[src/rtl/acc_ctrl_pkg.sv]
// Shared definitions for the accumulator control sequencer: opcodes, FSM states,
// instruction field positions and the decoded control word.
// Latency: n/a (definitions only). Backpressure: n/a.
package acc_ctrl_pkg;

    // Instruction word layout: [7:4] opcode, [3:0] operand
    localparam int INSTR_W = 8;
    localparam int OPC_MSB = 7;
    localparam int OPC_LSB = 4;
    localparam int OPD_MSB = 3;
    localparam int OPD_LSB = 0;
    localparam int OPD_W   = 4;

    localparam logic [3:0] OP_NOP   = 4'h0;
    localparam logic [3:0] OP_ADDI  = 4'h1;
    localparam logic [3:0] OP_ADDR  = 4'h2;
    localparam logic [3:0] OP_ADDAU = 4'h3;
    localparam logic [3:0] OP_STA   = 4'h4;
    localparam logic [3:0] OP_JMP   = 4'h5;
    localparam logic [3:0] OP_JZ    = 4'h6;
    localparam logic [3:0] OP_HALT  = 4'hF;

    // PAUSE is only reachable when single-step support is compiled in
    typedef enum logic [2:0] {
        ST_IDLE  = 3'd0,
        ST_FETCH = 3'd1,
        ST_EXEC  = 3'd2,
        ST_HALT  = 3'd3,
        ST_PAUSE = 3'd4
    } state_t;

    // reg_addr carries the full operand; the top trims it to its register-file width
    typedef struct packed {
        logic       load_acc;
        logic       sel_acc1;
        logic       sel_acc0;
        logic [3:0] a_imm;
        logic [2:0] au_op;
        logic [3:0] reg_addr;
        logic       reg_we;
        logic       is_jmp;
        logic       is_jz;
        logic       is_halt;
        logic       is_illegal;
    } ctrl_t;

    function automatic logic [3:0] opcode_of(input logic [INSTR_W-1:0] ir);
        return ir[OPC_MSB:OPC_LSB];
    endfunction

    function automatic logic [OPD_W-1:0] operand_of(input logic [INSTR_W-1:0] ir);
        return ir[OPD_MSB:OPD_LSB];
    endfunction

endpackage

[src/rtl/acc_instr_decoder.sv]
// Instruction decoder: maps the instruction register onto the control word.
// Latency: purely combinational. Backpressure: none.
// Ports: ir (instruction register) in, ctrl (decoded control word) out.
module acc_instr_decoder
    import acc_ctrl_pkg::*;
(
    input  logic [INSTR_W-1:0] ir,
    output ctrl_t              ctrl
);

    logic [3:0]       opcode;
    logic [OPD_W-1:0] operand;

    assign opcode  = opcode_of(ir);
    assign operand = operand_of(ir);

    always_comb begin
        ctrl = '0;
        case (opcode)
            OP_NOP: ;
            OP_ADDI: begin
                ctrl.load_acc = 1'b1;
                ctrl.a_imm    = operand;
            end
            OP_ADDR: begin
                ctrl.load_acc = 1'b1;
                ctrl.sel_acc0 = 1'b1;
                ctrl.reg_addr = operand;
            end
            OP_ADDAU: begin
                ctrl.load_acc = 1'b1;
                ctrl.sel_acc1 = 1'b1;
                ctrl.au_op    = operand[2:0];
            end
            OP_STA: begin
                ctrl.reg_we   = 1'b1;
                ctrl.reg_addr = operand;
            end
            OP_JMP:  ctrl.is_jmp  = 1'b1;
            OP_JZ:   ctrl.is_jz   = 1'b1;
            OP_HALT: ctrl.is_halt = 1'b1;
            // 7..E have no defined meaning: behave as NOP but flag it
            default: ctrl.is_illegal = 1'b1;
        endcase
    end

endmodule

[src/rtl/acc_ctrl_sequencer.sv]
// Control sequencer for the 8-bit accumulator datapath: fetch over req/ack, decode, one-cycle control pulses.
// Latency: 2 cycles per instruction with zero-wait ack (FETCH + EXEC); control pulses last exactly the EXEC cycle.
// Backpressure: ImemReq/ImemAddr held stable until ImemAck; FETCH waits indefinitely.
// Ports: CLK/CLB clock and async active-low reset; Start run pulse; ImemReq/ImemAddr/ImemAck/ImemData fetch
// interface; AccZero accumulator-zero status; LoadAcc/SelAcc1/SelAcc0/A_Imm/AuOp/RegAddr/RegWe control pulses;
// Busy/Halted/Illegal status. Optional macro ACC_SEQ_STEP_EN adds input Step and a PAUSE state after each EXEC.
module acc_ctrl_sequencer
    import acc_ctrl_pkg::*;
#(
    parameter int PC_W   = 8,
    parameter int REG_AW = 2
) (
    input  logic              CLK,
    input  logic              CLB,
    input  logic              Start,
    output logic              ImemReq,
    output logic [PC_W-1:0]   ImemAddr,
    input  logic              ImemAck,
    input  logic [7:0]        ImemData,
    input  logic              AccZero,
    output logic              LoadAcc,
    output logic              SelAcc1,
    output logic              SelAcc0,
    output logic [3:0]        A_Imm,
    output logic [2:0]        AuOp,
    output logic [REG_AW-1:0] RegAddr,
    output logic              RegWe,
    output logic              Busy,
    output logic              Halted,
    output logic              Illegal
`ifdef ACC_SEQ_STEP_EN
    ,
    input  logic              Step
`endif
);

    state_t            state, state_nxt;
    logic [PC_W-1:0]   pc, pc_nxt;
    logic [INSTR_W-1:0] ir;
    logic              illegal_q;
    ctrl_t             cw;
    logic              exec;
    logic              take_jump;

    acc_instr_decoder u_dec (
        .ir   (ir),
        .ctrl (cw)
    );

    assign exec      = (state == ST_EXEC);
    // AccZero already reflects the previous LoadAcc by the time this EXEC cycle is reached
    assign take_jump = cw.is_jmp | (cw.is_jz & AccZero);
    assign pc_nxt    = take_jump ? PC_W'(operand_of(ir)) : pc + PC_W'(1);

    always_ff @(posedge CLK or negedge CLB) begin
        if (!CLB) begin
            state <= ST_IDLE;
        end else begin
            state <= state_nxt;
        end
    end

    always_comb begin
        state_nxt = state;
        case (state)
            ST_IDLE, ST_HALT: if (Start) state_nxt = ST_FETCH;
            ST_FETCH:         if (ImemAck) state_nxt = ST_EXEC;
            ST_EXEC: begin
                if (cw.is_halt) begin
                    state_nxt = ST_HALT;
                end else begin
`ifdef ACC_SEQ_STEP_EN
                    state_nxt = ST_PAUSE;
`else
                    state_nxt = ST_FETCH;
`endif
                end
            end
`ifdef ACC_SEQ_STEP_EN
            ST_PAUSE:         if (Step) state_nxt = ST_FETCH;
`endif
            default:          state_nxt = ST_IDLE;
        endcase
    end

    always_ff @(posedge CLK or negedge CLB) begin
        if (!CLB) begin
            pc        <= '0;
            ir        <= '0;
            illegal_q <= 1'b0;
        end else begin
            case (state)
                ST_IDLE, ST_HALT: if (Start) pc <= '0;
                ST_FETCH:         if (ImemAck) ir <= ImemData;
                ST_EXEC: begin
                    pc <= pc_nxt;
                    if (cw.is_illegal) illegal_q <= 1'b1;
                end
                default: ;
            endcase
        end
    end

    // Everything below depends only on state and IR/PC registers: no input-to-output paths
    always_comb begin
        ImemReq  = (state == ST_FETCH);
        ImemAddr = pc;
        Busy     = (state == ST_FETCH) || (state == ST_EXEC);
        Halted   = (state == ST_HALT);
        Illegal  = illegal_q;
        LoadAcc  = 1'b0;
        SelAcc1  = 1'b0;
        SelAcc0  = 1'b0;
        A_Imm    = '0;
        AuOp     = '0;
        RegAddr  = '0;
        RegWe    = 1'b0;
        if (exec) begin
            LoadAcc = cw.load_acc;
            SelAcc1 = cw.sel_acc1;
            SelAcc0 = cw.sel_acc0;
            A_Imm   = cw.a_imm;
            AuOp    = cw.au_op;
            RegAddr = REG_AW'(cw.reg_addr);
            RegWe   = cw.reg_we;
        end
    end

endmodule

[config.mk]
export PLATFORM = sky130hd
export DESIGN_NAME = acc_ctrl_sequencer
export DESIGN_NICKNAME = d
export VERILOG_FILES = /design/src/rtl/acc_ctrl_pkg.sv /design/src/rtl/acc_instr_decoder.sv /design/src/rtl/acc_ctrl_sequencer.sv
export SDC_FILE = /design/constraint.sdc
export NUM_CORES = 1
export LEC_CHECK = 0
export CORE_MARGIN = 2
export CORE_UTILIZATION = 48
export CTS_CLUSTER_DIAMETER = 120
export DETAILED_ROUTE_END_ITERATION = 10
export PLACE_DENSITY = 0.84
export SLEW_MARGIN = 10
export SYNTH_ARGS = -nofsm -noshare
export SYNTH_HDL_FRONTEND = slang
export SYNTH_SLANG_ARGS = --single-unit
export TNS_END_PERCENT = 1
[constraint.sdc]
create_clock -name CLK -period 2.9 [get_ports CLK]
set_clock_uncertainty 0.15 [all_clocks]
set_input_delay 0.725 -clock CLK [delete_from_list [all_inputs] [get_ports CLK]]
set_output_delay 0.725 -clock CLK [all_outputs]
set_load 0.01 [all_outputs]
=== After elaboration in Yosys (flattened, before gate mapping) ===
Index checks and enable logic that the tools add are counted.

* Bits of input ports: 13
* Logic and storage cells: 56
* Flip-flop bits (word level): 20

* Bitwise operators: 3
* Equality and inequality tests: 12
* Mux-type cells: 24
* Add/subtract/negate cells: 1
* Reduce and logical (&&, ||, !) cells: 12

{| class="wikitable"
|+ Operator list
! cell !! number
|-
| 8-bit 2-to-1 mux || 2
|-
| 8-bit case mux with 2 select lines || 1
|-
| 4-bit by 3-bit == test with 1-bit output, second input constant || 3
|-
| 3-bit 2-to-1 mux || 4
|-
| 1-bit 2-to-1 mux || 11
|-
| 3-bit case mux with 3 select lines || 1
|-
| 8-bit by 1-bit adder with 8-bit output, second input constant || 1
|-
| 4-bit by 2-bit == test with 1-bit output, second input constant || 2
|-
| 4-bit 2-to-1 mux || 2
|-
| 2-bit AND reduction || 4
|-
| 8-bit OR reduction || 1
|-
| 3-bit by 2-bit == test with 1-bit output, second input constant || 2
|-
| 2-bit 2-to-1 mux || 3
|-
| 4-bit by 1-bit == test with 1-bit output, second input constant || 1
|-
| 4-bit == test, second input constant || 1
|-
| 4-bit logical NOT || 1
|-
| 2-bit OR reduction || 2
|-
| 3-bit by 1-bit == test with 1-bit output, second input constant || 1
|-
| 3-bit logical NOT || 1
|-
| 3-bit OR reduction || 1
|-
| 2-bit by 1-bit != test with 1-bit output, second input constant || 1
|-
| 2-bit != test, second input constant || 1
|-
| 2-bit nonzero test || 1
|-
| 1-bit AND || 1
|-
| other kinds (3) || 3
|}

=== Depth between registers and ports, before layout ===
Gate-level depths: netlist (run 1).

* Depth after elaboration: 6
* Mapped depth: 6

=== Modules after synthesis ===
From an unflattened synthesis (run 1), not the netlist that was laid out.

* Cells, all modules: 135
* Area total of the unflattened synthesis: 1,275.0 µm²

{| class="wikitable"
|+ Modules (own cells, without submodules)
! module !! cells each !! instances !! area an instance (µm²) !! seq. area each (µm²)
|-
| acc_ctrl_sequencer || 106 || 1 || 1,056.0 || 475.5
|-
| acc_instr_decoder || 29 || 1 || 219.0 || 0.0
|}

=== Worst setup path before layout (run 1) ===
No wires, ideal clock.

* Path type: reg2out
* Start: reg state[0]
* End: out AuOp[0]
* Stages on the path, launching flop included: 6
* Arrival time: 1.500 ns
* Slack: 0.525 ns
* Cell sequence: dfrtp_1 -> inv_1 -> ha_1 -> or3b_1 -> nor2_2 -> and2_1

* Longest elaborated chain between the ends: 2

{| class="wikitable"
|+ Ends and longest elaborated chain
! element !! RTL line !! RTL
|-
| from (decl) || acc_ctrl_sequencer.sv:37 || <nowiki>state_t state, state_nxt;</nowiki>
|-
| from (signal assigned) || acc_ctrl_sequencer.sv:59 || <nowiki>state <= state_nxt;</nowiki>
|-
| 3-bit by 2-bit == test with 1-bit output || acc_ctrl_sequencer.sv:50 || <nowiki>assign exec = (state == ST_EXEC);</nowiki>
|-
| 3-bit 2-to-1 mux || acc_ctrl_sequencer.sv:118 || <nowiki>if (exec) begin</nowiki>
|-
| to (decl) || acc_ctrl_sequencer.sv:25 || <nowiki>output logic [2:0] AuOp,</nowiki>
|}

Every way passes these cells.

=== Worst setup path in the final report (run 1) ===
* Start: reg state[0]
* End: out AuOp[2]

Same word-level chain as after synthesis.

==> results.ini, run 1 <==
[worst_setup_path]
arrival_ns=1.91
cp.required_ns=2.03
end_kind=output pin
worstRegToRegCells=4
rrSetupSlack_ns=1.15
critPathLaunchType=flop
r2r-end=ir[5]
critPathMaxFanout=4
r2r-start=state[0]
crit_type=flop to output pin

[placement]
portBuffers=37
gp_congestion=0.815
dp.final_hpwl_mm=1.90

[power]
p_switching_mw=0.500
clkPwrFrac_pct=10.6
p_per_area_nw_per_um2=793
comb_power_share_pct=51.0
total_leakage_power_nw=0.774
seqPwrFrac_pct=38.4
p_int_mw=0.763
ir_worst_vdd_mv=0.602
p_sw_share_pct=39.6

[sta]
setup_tns_ns=0
finalHoldViolations=0
fin_crit_ns=2.79
rsz0062_at_grt=false
relSlewSlack_pct=75.3
setup_viol=0
fin_crit_sh_pct=96.1
max_freq_ghz=0.359
maxSlewViolCount=0
tightest_slew_ns=0.370
hold_slack_ns=0.328

[cts]
clockBufferDepth=2
tritoncts=yes
htree_levels=1
cts.sinks=19
clk_pin_slew_ns=0.11
clk_latency_ns=0.29
root_buffer=clkbuf_4
cts_buffers=3

[synth]
syn_area_per_cell_um2=9.52
synth_top_cell_by_area=dfrtp_1
seq_area_frac_synth_pct=42.0
synth_warnings=0
syn-num-nets=136
yosysUniqueCellTypes=32
syn_inst=119
ys_ff_latch=19
synthTopCellsByArea=dfrtp_1 (42%), mux2_2 (8.0%), and2_1 (6.1%), nand2_1 (5.3%), ha_1 (4.4%)
synth_top_area_share_pct=42.0
netlist_area_um2=1130

[global_routing]
grt-ovfl-total=0
antenna_found_initial=0
grtUsageTotal_pct=21.3
grt_max_degree=20
grt_first_pass_wirelength_mm=4.35
grt_pass1_vias=955

[hold_path]
hold_class=flop to flop
hold-path-endpoint=Illegal
min_from=Illegal
hold_depth=1

[cells_and_area]
drive_gt1_share_pct=13.6
post-route-util_pct=72.0
regArea_um2=475
final.fill_count=178
area.growth.synth_to_final_pct=40.7
nets=180
diodes=0
multi_input_area_um2=638

[status]
outcome=completed

[routing]
drt_iter0_markers=13
antenna_left=0
detail_route.wl_per_cell_um=13.5
via_per_inst=5.17
first_pass_iters=4
drt-total-wl_mm=2.56
drc=0
via_count=983

[floorplan]
ios=38
num_rows=17
initial_core_util_pct=51.2
fp.dieW_um=52.6
floorplan.die.height_um=52.6
die-area_um2=2760
fp.coreArea_um2=2210

[job]
drv_cap=0

[stage by stage]
step                      power [mW]  setup WS (ns)  cell area (um^2)  cells
after floorplan                0.872          0.525              1130    119
after detailed placement        1.11         0.0734              1540    185
after global routing            1.36        0.00766              1590    190
final                           1.26          0.113              1590    190
after global placement          1.09          0.126              1540    185
after CTS                       1.27         0.0243              1590    190
[kinds of logic after synthesis]
group                    count (synthesis)  share of synthesized area [%]
buffers and inverters                    8                           3.42
adder cells (fa/ha/maj)                  4                           4.42
flip-flops                              19                           42.0
AO/OA/AOI/OAI                           18                           10.7
multiplexers                            12                           11.5
AND/OR/NAND/NOR                         55                           25.6
XOR/XNOR                                 3                           2.32
[sequential cells by signal (all words and copies together), names as in the netlist]
register	cells
ir	8
Illegal	1
state	2
ImemAddr	8
[layout by cell type, fill, tap and decap left out, types with 4 or more instances in the layout]
cell,n
ha_1,4
nor3_1,4
nand2b_1,4
dlygate4sd2_1,10
nand2_1,16
mux2_2,8
and2_1,11
nor2_1,6
inv_1,6
clkdlybuf4s50_1,24
buf_4,4
o21ai_0,5
dfrtp_1,19
mux2i_1,4
nand3_1,4
[worst max-delay path, stage by stage, from the launching register on]
cell           delay [ns]
dfrtp_1              0.41
inv_1                0.07
ha_1                 0.16
or3b_4               0.43
nor2_4               0.15
and2_1               0.13
dlygate4sd2_1        0.27
[power groups by stage]
stage | sequential (mW) | clock (mW) | combinational [mW]
after global routing | 0.507 | 0.150 | 0.707
after global placement | 0.480 | 0 | 0.605
after CTS | 0.483 | 0.138 | 0.652
final | 0.485 | 0.134 | 0.644
after floorplan | 0.455 | 0 | 0.417
after detailed placement | 0.490 | 0 | 0.622
[repair_timing]
item / CTS / global route
gates cloned: 0 / 0
hold buffers: 0 / 0
buffers inserted: 1 / 0
setup endpoints to repair: 13 / 3
resized for setup: 15 / 3
[cells in the mapped netlist]
library cell / count
nand3b_1: 1
buf_2: 1
nor3b_1: 1
mux2i_1: 4
o21ai_0: 5
o221ai_1: 1
or3b_1: 1
and3_1: 1
nor2b_1: 1
nand3_1: 4
ha_1: 4
nor3_1: 5
o32a_1: 1
xnor2_1: 3
mux2_2: 8
o211ai_1: 1
nand2b_1: 4
o31ai_2: 1
nand2b_4: 1
and2_4: 1
dfrtp_1: 19
a21o_1: 2
nand2_1: 16
nor2_2: 1
and2_1: 11
a21oi_1: 2
inv_1: 6
o21a_1: 1
nor2_1: 7
buf_6: 1
o22ai_1: 2
a31oi_1: 2
[final cells by class]
| class | count | area share, % |
|---|---|---|
| Sequential cell | 19 | 29.9 |
| Inverter | 6 | 1.41 |
| Multi-Input combinational cell | 92 | 40.1 |
| Timing Repair Buffer | 41 | 24.8 |
| Tap cell | 28 | 2.20 |
| Clock buffer | 4 | 1.65 |
[worst max path at each step]
| stage | startpoint | to | slack (ns) | cells past startpoint |
|---|---|---|---|---|
| 2_1_floorplan | state[0] | AuOp[0] | 0.52 | 5 |
| 3_3_place_gp | state[0] | A_Imm[3] | 0.13 | 6 |
| 3_5_place_dp | state[0] | A_Imm[3] | 0.07 | 6 |
| 4_1_cts | state[0] | RegWe | 0.02 | 6 |
| 5_1_grt | state[0] | AuOp[2] | 0.008 | 6 |
| 6_report | state[0] | AuOp[2] | 0.11 | 6 |
[per-layer routing]
metal | vias up | global-route usage (%) | routed length [um] | part of all wire [%]
met5 | - | 0 | 0 | 0
met4 | 0 | 4.70 | 0 | 0
met3 | 0 | 5.14 | 159 | 6.2
met2 | 35 | 33.5 | 1290 | 50
met1 | 456 | 29.7 | 1120 | 44
li1 | 492 | - | - | -
Power figures use the tool's default switching activity.
==> run 2, diff against run 1 <==
- PLACE_DENSITY: 0.84 -> 0.82
==> results.ini, run 2 (same netlist as run 1, synthesis figures left out) <==
[cells_and_area]
diodes=0
area.growth.synth_to_final_pct=41.4
final.fill_count=181
final_common_cell=clkdlybuf4s50_1
regArea_um2=475
mostFrequentLayoutCells=clkdlybuf4s50_1 (25), dfrtp_1 (19), nand2_1 (16)
final-instance-count-excl-fill=191
nets=181
drive_gt1_share_pct=14.1
multi_input_area_um2=638

[cts]
cts.sinks=19
clockBufferDepth=2
clk_pin_slew_ns=0.11
hold_buffers=0
cts_buffers=3
clk_latency_ns=0.29
root_buffer=clkbuf_4
tritoncts=yes
htree_levels=1

[sta]
fin_crit_ns=2.74
relSlewSlack_pct=74.6
setup_tns_ns=0
max_freq_ghz=0.365
fin_crit_sh_pct=94.5
rsz0062_at_grt=false
tightest_slew_ns=0.379
setup_viol=0
maxSlewViolCount=0
finalHoldViolations=0

[global_routing]
grt_pass1_vias=1029
grt_max_degree=20
antenna_found_initial=0
grtUsageTotal_pct=21.8
grt_first_pass_wirelength_mm=4.44
grt-ovfl-total=0

[placement]
portBuffers=37
gp_congestion=0.769
dp_cells=185
dp.final_hpwl_mm=1.88

[floorplan]
initial_core_util_pct=51.2
num_rows=17
fp.coreArea_um2=2210
floorplan.die.height_um=52.6
die-area_um2=2760
ios=38
fp.dieW_um=52.6

[worst_setup_path]
arrival_ns=1.87
crit_type=flop to output pin
critPathMaxFanout=7
critPathLaunchType=flop
end_kind=output pin
cp.required_ns=2.03

[routing]
antenna_left=0
detail_route.wl_per_cell_um=13.5
drt_iter0_markers=10
first_pass_iters=4
drc=0
via_count=1012
via_per_inst=5.30
drt-total-wl_mm=2.58

[power]
p_per_area_nw_per_um2=797
total_leakage_power_nw=0.775
ir_worst_vdd_mv=0.605
power_mw=1.28

[hold_path]
hold_class=flop to flop

[job]
drv_cap=0

[status]
outcome=completed

run 2: metal layers:
layer / GRT usage, % / routed length, um / up-vias
met1: 26.2 / 1110 / 471
met3: 5.71 / 155 / 4
met5: 0 / 0 / -
met2: 36.9 / 1300 / 41
met4: 8.12 / 17 / 0
li1: - / - / 496
run 2: worst max-delay path: stages, from the launching register on:
cell and delay (ns):
dfrtp_1 0.39, inv_1 0.06, ha_1 0.15, buf_4 0.14
nand2b_1 0.09, nor3_1 0.17, clkdlybuf4s50_1 0.56
run 2: path summary, 6_finish.rpt:
kind	from	endpoint	slack (ns)	depth (start not counted)
setup reg to reg	state[0]	ir[1]	1.15	4
max in group asynchronous	CLB	ImemAddr[1]	1.78	2
hold / removal	Illegal	Illegal	0.33	1
min in group asynchronous	CLB	ImemAddr[5]	0.61	2
setup / recovery	state[0]	RegWe	0.16	6
hold reg to reg	Illegal	Illegal	0.33	1
run 2: what timing repair did:
action / 4_1_cts / 5_1_grt
gates cloned: 0 / 0
pin swaps: 1 / 0
gates resized for setup: 14 / 3
buffers inserted: 1 / 1
endpoints found under the setup margin: 12 / 3
run 2: final cells by class:
| class | instances | share of cell area [%] |
|---|---|---|
| Clock buffer | 4 | 1.64 |
| Inverter | 6 | 1.41 |
| Multi-Input combinational cell | 92 | 39.8 |
| Sequential cell | 19 | 29.7 |
| Tap cell | 28 | 2.19 |
| Timing Repair Buffer | 42 | 25.2 |
run 2: report_power, final:
group | switching [mW] | internal, mW | leakage [nW]
Combinational | 0.298 | 0.361 | 0.523
Clock | 0.0808 | 0.0535 | 0.0150
Sequential | 0.125 | 0.359 | 0.237
run 2: through the flow:
step	util, %	setup WS, ns	hold WS (ns)	area, um^2
2_1_floorplan	-	0.525	0.279	1130
6_report	72.4	0.160	0.329	1600
5_1_grt	72.4	0.0346	0.355	1600
3_5_place_dp	69.8	0.0841	0.300	1540
3_3_place_gp	69.8	0.140	0.294	1540
4_1_cts	71.7	0.0121	0.335	1590
